File: config.mk
export PLATFORM = sky130hd
export DESIGN_NAME = gx4000_asic_ram_arb
export DESIGN_NICKNAME = d
export VERILOG_FILES = /design/src/rtl/gx4000_asic_ram_arb.sv
export SDC_FILE = /design/constraint.sdc
export NUM_CORES = 1
export LEC_CHECK = 0
export BUFFER_PORTS_ARGS = -buffer_cell sky130_fd_sc_hd__buf_2
export CORE_ASPECT_RATIO = 1.1
export CORE_MARGIN = 3
export CORE_UTILIZATION = 31
export CTS_BUF_LIST = sky130_fd_sc_hd__clkbuf_8
export DETAILED_ROUTE_END_ITERATION = 7
export GPL_TIMING_DRIVEN = 0
export MAX_ROUTING_LAYER = met4
export PLACE_DENSITY_LB_ADDON = 0.08
export SLEW_MARGIN = 10
export SYNTH_ARGS = -nofsm -noshare
export SYNTH_HDL_FRONTEND = slang
export SYNTH_SLANG_ARGS = --single-unit
export TNS_END_PERCENT = 5
File: constraint.sdc
create_clock -name clk_sys -period 1.3 [get_ports clk_sys]
set_input_delay 0.195 -clock clk_sys [delete_from_list [all_inputs] [get_ports clk_sys]]
set_output_delay 0.195 -clock clk_sys [all_outputs]
set_load 0.02 [all_outputs]
File: src/rtl/gx4000_asic_ram_arb.sv
// Three-way arbiter for the 16 KB Plus ASIC register RAM (cpu / sprite / DMA sound).
// Optional starvation aging is enabled by defining GX4000_ARB_AGING_EN.
module gx4000_asic_ram_arb #(
  parameter int unsigned MAX_WAIT = 8
) (
  input  logic        clk_sys,
  input  logic        reset,
  input  logic        plus_mode,
  input  logic        disp_active,
  input  logic        cpu_req,
  input  logic        spr_req,
  input  logic        dma_req,
  input  logic        cpu_we,
  input  logic        spr_we,
  input  logic        dma_we,
  input  logic [13:0] cpu_addr,
  input  logic [13:0] spr_addr,
  input  logic [13:0] dma_addr,
  input  logic [7:0]  cpu_wdata,
  input  logic [7:0]  dma_wdata,
  output logic        cpu_gnt,
  output logic        spr_gnt,
  output logic        dma_gnt,
  output logic        cpu_rvalid,
  output logic        spr_rvalid,
  output logic        dma_rvalid,
  output logic [7:0]  cpu_rdata,
  output logic [7:0]  spr_rdata,
  output logic [7:0]  dma_rdata,
  output logic [13:0] ram_addr,
  output logic        ram_we,
  output logic [7:0]  ram_din,
  input  logic [7:0]  ram_q,
  output logic [1:0]  arb_owner
);

  localparam int unsigned AW = 14;
  localparam int unsigned DW = 8;
  localparam int unsigned NP = 3;

  logic [NP-1:0] w_req;
  logic [NP-1:0] w_cand;
  logic [NP-1:0] w_pool;
  logic [NP-1:0] w_gnt;
  logic [1:0]    w_owner;
  logic [NP-1:0] r_rv;
  logic          r_cpu_ff;
  logic          w_unused;

  // Bit order everywhere: {dma, spr, cpu}
  assign w_req  = {dma_req, spr_req, cpu_req};
  assign w_cand = {dma_req & plus_mode, spr_req & plus_mode, cpu_req};

`ifdef GX4000_ARB_AGING_EN
  localparam int unsigned CW = 4;
  logic [CW-1:0] r_wait [NP];
  logic [NP-1:0] w_urg;

  always_ff @(posedge clk_sys) begin
    for (int i = 0; i < NP; i++) begin
      if (reset || !w_req[i] || w_gnt[i]) begin
        r_wait[i] <= '0;
      end else if (r_wait[i] != {CW{1'b1}}) begin
        r_wait[i] <= r_wait[i] + CW'(1);
      end
    end
  end

  always_comb begin
    w_urg = '0;
    for (int i = 0; i < NP; i++) begin
      w_urg[i] = w_cand[i] && (r_wait[i] >= CW'(MAX_WAIT));
    end
  end

  // Urgent requesters, when present, are the only ones that compete
  assign w_pool = (|w_urg) ? w_urg : w_cand;
`else
  assign w_pool = w_cand;
`endif

  assign w_unused = spr_we | (MAX_WAIT == 0);

  always_comb begin
    w_owner = 2'd0;
    if (disp_active) begin
      if (w_pool[1])      w_owner = 2'd2;
      else if (w_pool[0]) w_owner = 2'd1;
      else if (w_pool[2]) w_owner = 2'd3;
    end else begin
      if (w_pool[0])      w_owner = 2'd1;
      else if (w_pool[1]) w_owner = 2'd2;
      else if (w_pool[2]) w_owner = 2'd3;
    end
  end

  assign w_gnt     = {w_owner == 2'd3, w_owner == 2'd2, w_owner == 2'd1};
  assign cpu_gnt   = w_gnt[0];
  assign spr_gnt   = w_gnt[1];
  assign dma_gnt   = w_gnt[2];
  assign arb_owner = w_owner;

  // RAM is only touched with Plus features on; the sprite port never writes
  always_comb begin
    ram_addr = '0;
    ram_we   = 1'b0;
    ram_din  = '0;
    if (plus_mode) begin
      case (w_owner)
        2'd1: begin
          ram_addr = cpu_addr;
          ram_we   = cpu_we;
          ram_din  = cpu_we ? cpu_wdata : DW'(0);
        end
        2'd2: ram_addr = spr_addr;
        2'd3: begin
          ram_addr = dma_addr;
          ram_we   = dma_we;
          ram_din  = dma_we ? dma_wdata : DW'(0);
        end
        default: ram_addr = AW'(0);
      endcase
    end
  end

  // Read tags; r_cpu_ff marks a cpu read granted with the RAM disabled
  always_ff @(posedge clk_sys) begin
    if (reset) begin
      r_rv     <= '0;
      r_cpu_ff <= 1'b0;
    end else begin
      r_rv[0]  <= w_gnt[0] & ~cpu_we;
      r_rv[1]  <= w_gnt[1];
      r_rv[2]  <= w_gnt[2] & ~dma_we;
      r_cpu_ff <= w_gnt[0] & ~cpu_we & ~plus_mode;
    end
  end

  assign cpu_rvalid = r_rv[0];
  assign spr_rvalid = r_rv[1];
  assign dma_rvalid = r_rv[2];
  assign cpu_rdata  = r_rv[0] ? (r_cpu_ff ? 8'hFF : ram_q) : DW'(0);
  assign spr_rdata  = r_rv[1] ? ram_q : DW'(0);
  assign dma_rdata  = r_rv[2] ? ram_q : DW'(0);

endmodule

# Word level (Yosys, flattened, before mapping)
# Cells that the tools add are included.
[op_classes]
add_sub_neg = 0
mul = 0
n_div = 0
order_cmp = 0
n_eq_ne = 3
shift = 0
muxes = 18
bitwise_logic = 8
n_reduce_logical = 0
[ops]
columns = ["cell", "count"]
rows = [
  ["8-bit 2-to-1 mux", 7],
  ["14-bit one-hot mux with 3 select lines", 1],
  ["8-bit one-hot mux with 2 select lines", 1],
  ["14-bit 2-to-1 mux", 1],
  ["2-bit 2-to-1 mux", 6],
  ["1-bit AND", 5],
  ["2-bit equality test, second input constant", 2],
  ["1-bit inverter", 3],
  ["2-bit by 1-bit equality test with 1-bit output, second input constant", 1],
  ["1-bit one-hot mux with 2 select lines", 1],
  ["1-bit 2-to-1 mux", 1],
]
[totals]
reg_bits = 4
latch_bits = 0
mem_bits_rw = 0
rom_bits = 0
input_bits = 76
mem_count = 0

# Logic depth before layout (Yosys ltp)
# Gate-level depths: netlist of the first run.
[depth]
ltp_word = 8
ltp_mapped = 5

# Worst setup path after synthesis of the first run
# No wires, ideal clock.
[synth_timing]
path_kind = "in2out"
from = "in spr_req"
to = "out ram_addr[0]"
arrival_time_ns = 1.239
path_slack_ns = -0.134
cell_stages = 5
path_buffers = 2
path_cell_list = "buf_6 -> and4bb_4 -> buf_8 -> nand2_1 -> a31oi_1"
[synth_via]
elab_chain_cells = 7
elab_cells_between_ends = 10
[synth_rtl]
columns = ["item", "line", "source"]
rows = [
  ["start, declared", "11", "input logic spr_req,"],
  ["1-bit AND *", "52", "assign w_cand = {dma_req & plus_mode, spr_req & plus_mode, cpu_req};"],
  ["2-bit 2-to-1 mux", "92", "else if (w_pool[1]) w_owner = 2'd2;"],
  ["2-bit 2-to-1 mux", "91", "if (w_pool[0]) w_owner = 2'd1;"],
  ["2-bit 2-to-1 mux *", "86", "if (disp_active) begin"],
  ["2-bit equality test *", "--", ""],
  ["named net dma_gnt", "23", "output logic dma_gnt,"],
  ["14-bit one-hot mux with 3 select lines *", "109", "case (w_owner)"],
  ["14-bit 2-to-1 mux *", "108", "if (plus_mode) begin"],
  ["end, declared", "30", "output logic [13:0] ram_addr,"],
]
# The timed path passes the listed nets; every way through them passes the cells marked *.

# Worst setup path in the final report of the first run
[layout_timing]
from = "in spr_req"
to = "out ram_din[7]"
[layout_via]
elab_chain_cells = 7
elab_cells_between_ends = 9
[layout_rtl]
columns = ["item", "line", "source"]
rows = [
  ["1-bit AND *", "52", ""],
  ["2-bit 2-to-1 mux", "92", ""],
  ["2-bit 2-to-1 mux", "91", ""],
  ["2-bit 2-to-1 mux *", "86", ""],
  ["2-bit equality test or 2-bit by 1-bit equality test with 1-bit output (tied branches)", "109", ""],
  ["8-bit one-hot mux with 2 select lines *", "109", ""],
  ["8-bit 2-to-1 mux *", "108", ""],
  ["end, declared", "32", "output logic [7:0] ram_din,"],
]
# Every way passes the cells marked *; elsewhere a longest branch is shown, timed or not.

==> impl_metrics.env, run 1 <==
export IMPL_final_hold_viol_count=0
export IMPL_ios=131
export IMPL_violations="negative setup slack"
export IMPL_p_per_area_nw_per_um2=463.0
export IMPL_startpoint="spr_req"
export IMPL_port_buffers=127
export IMPL_diodes=0
export IMPL_p_leak_uw=0.0009877
export IMPL_cp_max_fo=5
export IMPL_ant_nets=0
export IMPL_cp_required_ns=1.11
export IMPL_cts_max_path_buffers=2
export IMPL_cts_tree="done"
export IMPL_drt_iter0_markers=43
export IMPL_async_flop_share_pct=0
export IMPL_synth_nets=214
export IMPL_worstHoldStart="reset"
export IMPL_rsz0062_at_grt="yes"
export IMPL_gp_congestion=0.7605
export IMPL_hpwlAfterDp_mm=3.304
export IMPL_n_fill_cell=245
export IMPL_cts_root_buf="clkbuf_8"
export IMPL_num_vias=1573
export IMPL_core_um2=2803
export IMPL_netlist_area_um2=923.4
export IMPL_synth_avg_cell_area_um2=6.691
export IMPL_yosys_area_top_type_share_pct=14.91
export IMPL_initial_core_util_pct=32.95
export IMPL_max_cap_violations=0
export IMPL_multi_input_area_um2=910.9
export IMPL_yosysMostFrequentCell="and2_1"
export IMPL_tightestPinTransition_ns=0.4082
export IMPL_power_frac_seq_pct=13.8
export IMPL_crit_type="input port to primary output"
export IMPL_max_freq_mhz=685.6
export IMPL_first_pass_iters=4
export IMPL_track_usage_pct=22.03
export IMPL_synthTopCellsByArea="and2_1 (15%), nand3_1 (10%), dfxtp_1 (8.7%), a21oi_1 (7.6%), o21a_1 (6.5%)"
export IMPL_arrival_ns=1.26
export IMPL_fp_dieW_um=58.04
export IMPL_place_area_um2=1693
export IMPL_cts_buffers=3
export IMPL_fp_dieArea_um2=3670
export IMPL_hold_buffers=0
export IMPL_finalWirelength_mm=4.265
export IMPL_syn_inst=138
export IMPL_drive_above_1_share_pct=66.55
export IMPL_outcome="finished, violations left"
export IMPL_grt_max_degree=11
export IMPL_area_growth_pct=121.3
export IMPL_final_cell_area_um2=2043
export IMPL_wl_per_cell_um=13.85
export IMPL_cp_endpoint="ram_din[7]"
export IMPL_endpoint_kind="primary output"
export IMPL_irDropWorstVdd_v=0.0005930
export IMPL_p_clk_share_pct=27.2
export IMPL_maxSlewViolCount=0
export IMPL_cts_max_level=1
export IMPL_worstSetupStartpointType="input port"
export IMPL_synth_flop_cell="dfxtp_1"
export IMPL_cts_num_sinks=4
export IMPL_yosys_warnings=0
export IMPL_synth_edf_count=0
export IMPL_synth_top_cells_by_count="and2_1 (22), nand3_1 (19), a21oi_1 (14)"
export IMPL_swShare_pct=37.17
export IMPL_synth_top_area_cell="and2_1"
export IMPL_slew_headroom_pct=72.79
export IMPL_grt_overflow_total=0
export IMPL_ys_ff_latch=4
export IMPL_nNetsFinal=353
export IMPL_grt_antenna_before_repair=0
export IMPL_hold_slack_ns=0.1957
export IMPL_via_per_inst=5.107
export IMPL_ys_types=30
export IMPL_drc=0
export IMPL_grt_pass1_vias=1435
export IMPL_register_area_um2=80.08
export IMPL_p_comb_share_pct=59.0
export IMPL_clk_pin_slew_ns=0.03
export IMPL_setup_viol_count_final=23
export IMPL_die_y_um=63.24
export IMPL_ys_seq_area_share_pct=8.672
export IMPL_fin_crit_sh_pct=112.2
export IMPL_hp_class="input port to flop"
export IMPL_p_sw_uw=351.6
export IMPL_setup_slack_ns=-0.1585
export IMPL_period_needed_ns=1.459
export IMPL_rows=20
export IMPL_grt_pass1_wl_mm=6.465
export IMPL_power_internal_uw=594.3
export IMPL_place_ws_ns=-0.3005
[worst max-delay path, stage by stage]
cell       delay (ns)
buf_12           0.10
and4bb_4         0.42
clkbuf_16        0.18
nand3_2          0.08
a21oi_2          0.15
buf_6            0.13
[metal layers]
layer,global-route usage (%),up-vias,share of wire [%]
met3,2.664,2,8.5
met5,-,-,0
met1,26.99,686,42
met4,4.058,0,0.45
li1,-,806,-
met2,38.42,79,49
[placed cells by master, fill, tap and decap left out, drive strengths merged]
| cell | Yosys | layout |
|---|---|---|
| dfxtp | 4 | 4 |
| and4bb | 1 | 2 |
| o31ai | 1 | 1 |
| nor3b | 2 | 2 |
| a31oi | 7 | 7 |
| o21a | 8 | 8 |
| nor2b | 3 | 3 |
| nand3 | 19 | 19 |
| a32oi | 4 | 4 |
| nor4b | 1 | 1 |
| and2 | 22 | 22 |
| a21oi | 14 | 14 |
| o21ba | 1 | 1 |
| nand4 | 8 | 8 |
| nand2 | 11 | 11 |
| a221o | 4 | 4 |
| o211ai | 7 | 7 |
| buf | 11 | 142 |
| o21ai | 2 | 2 |
| nor3 | 1 | 1 |
| clkbuf | 4 | 9 |
| nand2b | 1 | 1 |
| nor2 | 2 | 2 |
[repair_timing]
action | in CTS | in global routing
resized for setup | 32 | 23
cloned | 0 | 3
setup endpoints to repair | 33 | 24
pin swaps | 4 | 8
buffers inserted | 2 | 2
[cell type report]
type | count | share of cell area, %
Multi-Input combinational cell | 120 | 44.58
Timing Repair Buffer | 133 | 39.62
Sequential cell | 4 | 3.919
Clock buffer | 3 | 2.021
Buffer | 15 | 7.838
Tap cell | 33 | 2.021
[power groups by stage]
stage / clock network, uW / logic, uW / registers [uW]
after floorplan: 0 / 263 / 135
after global placement: 0 / 463 / 132
after detailed placement: 0 / 467 / 132
after CTS: 260 / 517 / 131
after global routing: 267 / 603 / 131
final: 257 / 558 / 131
[how the worst min path moves through the flow]
stage	cells past startpoint	to	slack, ns
after CTS	2	r_cpu_ff$_SDFF_PP0_	0.20
after detailed placement	2	r_rv[2]$_SDFF_PP0_	0.41
after global placement	2	r_rv[2]$_SDFF_PP0_	0.42
final	2	r_rv[1]$_SDFF_PP0_	0.20
after global routing	2	r_rv[1]$_SDFF_PP0_	0.20
after floorplan	1	r_rv[0]$_SDFF_PP0_	0.27
[metrics by stage]
stage          util (%)  setup TNS (ns)  power (uW)  std cells
2_1_floorplan         -         -0.8844       397.3        138
3_3_place_gp      60.40          -5.890       595.5        298
3_5_place_dp      60.40          -5.917       599.0        298
4_1_cts           66.79          -2.466       907.5        303
5_1_grt           72.90          -3.742        1002        308
6_report          72.90          -2.555       945.9        308
[registers in the layout (all words and copies together), names as in the netlist]
name and count:
r_rv 3, r_cpu_ff 1
[cells by family (layout without fill, tap and decap cells)]
family | Yosys count | after routing | share of synthesized area, %
buffers and inverters | 15 | 151 | 10.97
AOI/OAI and AO/OA | 48 | 48 | 36.58
and+or+nand+nor | 71 | 72 | 43.77
DFF | 4 | 4 | 8.672
(Power assumes the default switching activity.)
==> run 2: changes to the inputs <==
- SKIP_LAST_GASP: default -> 1
- clock period: 1.3 -> 1.6 ns (I/O delays scaled with it)
==> impl_metrics.env, run 2 (synthesized netlist as in run 1, its figures left out) <==
export IMPL_outcome="finished clean"
export IMPL_die_y_um=63.24
export IMPL_fin_tns_setup_ns=0
export IMPL_grt_pass1_vias=1421
export IMPL_register_area_um2=80.08
export IMPL_rsz0062_at_grt="yes"
export IMPL_grt_antenna_before_repair=0
export IMPL_grt_overflow_total=0
export IMPL_arrival_ns=1.31
export IMPL_ios=131
export IMPL_cts_max_path_buffers=2
export IMPL_drc=0
export IMPL_cp_max_fo=10
export IMPL_wl_per_cell_um=13.20
export IMPL_cts_root_buf="clkbuf_8"
export IMPL_postCtsSetupBuffers=0
export IMPL_place_area_um2=1600
export IMPL_final_hold_viol_count=0
export IMPL_fp_dieW_um=58.04
export IMPL_initial_core_util_pct=32.95
export IMPL_nNetsFinal=346
export IMPL_slew_headroom_pct=68.12
export IMPL_hpwlAfterDp_mm=3.203
export IMPL_endpoint_kind="primary output"
export IMPL_fp_dieArea_um2=3670
export IMPL_regMostFlops="r_rv"
export IMPL_crit_type="input port to primary output"
export IMPL_setup_viol_count_final=0
export IMPL_diodes=0
export IMPL_grt_max_degree=11
export IMPL_worstSetupStartpointType="input port"
export IMPL_reg_top3="r_rv (3), r_cpu_ff (1)"
export IMPL_cts_num_sinks=4
export IMPL_gp_congestion=0.7584
export IMPL_drt_iter0_markers=52
export IMPL_cp_required_ns=1.36
export IMPL_cts_tree="done"
export IMPL_max_cap_violations=0
export IMPL_fin_crit_sh_pct=96.88
export IMPL_core_um2=2803
export IMPL_setup_slack_ns=0.04991
export IMPL_hold_buffers=0
export IMPL_mostFrequentLayoutCell="buf_2"
export IMPL_num_vias=1535
export IMPL_final_cell_mix="buf_2 (125), and2_1 (22), nand3_1 (19), a21oi_1 (13), nand2_1 (10)"
export IMPL_final_cell_area_um2=1689
export IMPL_cts_buffers=3
export IMPL_dpl_cell_count=298
export IMPL_n_fill_cell=308
export IMPL_p_leak_uw=0.0008939
export IMPL_clk_pin_slew_ns=0.03
export IMPL_hold_slack_ns=0.2463
export IMPL_area_growth_pct=82.93
export IMPL_place_ws_ns=-0.1154
export IMPL_via_per_inst=5.100
export IMPL_maxSlewViolCount=0
export IMPL_hp_class="input port to flop"
export IMPL_ant_nets=0
export IMPL_cts_max_level=1
export IMPL_port_buffers=127
export IMPL_drive_above_1_share_pct=55.60
export IMPL_tightestPinTransition_ns=0.4782
export IMPL_max_freq_mhz=645.1
export IMPL_irDropWorstVdd_v=0.0002692
export IMPL_finalWirelength_mm=3.973
export IMPL_period_needed_ns=1.550
export IMPL_multi_input_area_um2=764.5
export IMPL_largest_register_ffs=3
export IMPL_p_per_area_nw_per_um2=404.6
export IMPL_track_usage_pct=21.72
export IMPL_grt_pass1_wl_mm=6.396
export IMPL_rows=20
export IMPL_fin_cells=301
export IMPL_first_pass_iters=4
[run 2: cell types whose count changed in the layout (fill, tap and decap cells not counted), sizes merged]
cell,before,now
clkbuf,9,12
and4bb,2,1
buf,142,133
[run 2: timing repair]
action,4_1_cts,5_1_grt
gates resized for setup,1,15
setup endpoints to repair,20,24
pin swaps,0,1
hold endpoints to repair,0,0
[run 2: routing by layer]
layer / GRT usage (%) / wire length (um)
met4: 3.478 / 0
met3: 4.713 / 411
met2: 38.42 / 2027
met1: 25.12 / 1534
met5: - / 0
[run 2: final cells by class]
type | instances | area share (%)
flip-flops and latches | 4 | 4.741
multi-input cells | 119 | 45.26
clock buffers | 3 | 2.444
repair buffers | 127 | 37.93
plain buffers | 15 | 7.185
well taps | 33 | 2.444
[run 2: final timing paths]
path	startpoint	endpoint	slack (ns)	cells after the start
max	plus_mode	ram_addr[7]	0.05	7
min	reset	r_rv[0]$_SDFF_PP0_	0.25	2
[run 2: worst max-delay path, cell delays in order]
cell	delay [ns]
buf_2	0.11
buf_4	0.17
and2_1	0.14
clkbuf_4	0.18
a32oi_1	0.21
a21oi_1	0.08
buf_2	0.18
[run 2: through the flow]
| stage | power [uW] | util [%] |
|---|---|---|
| floorplan | 302.8 | - |
| global placement | 465.4 | 57.10 |
| detailed placement | 466.8 | 57.10 |
| CTS | 679.5 | 58.88 |
| global route | 737.0 | 60.27 |
| finish | 683.3 | 60.27 |
[run 2: power by group]
| part | switching [uW] | internal (uW) | total (uW) |
|---|---|---|---|
| registers | 2.57 | 103 | 106 |
| logic | 205 | 166 | 372 |
| clock network | 45.9 | 160 | 206 |
| total | 254 | 429 | 683 |
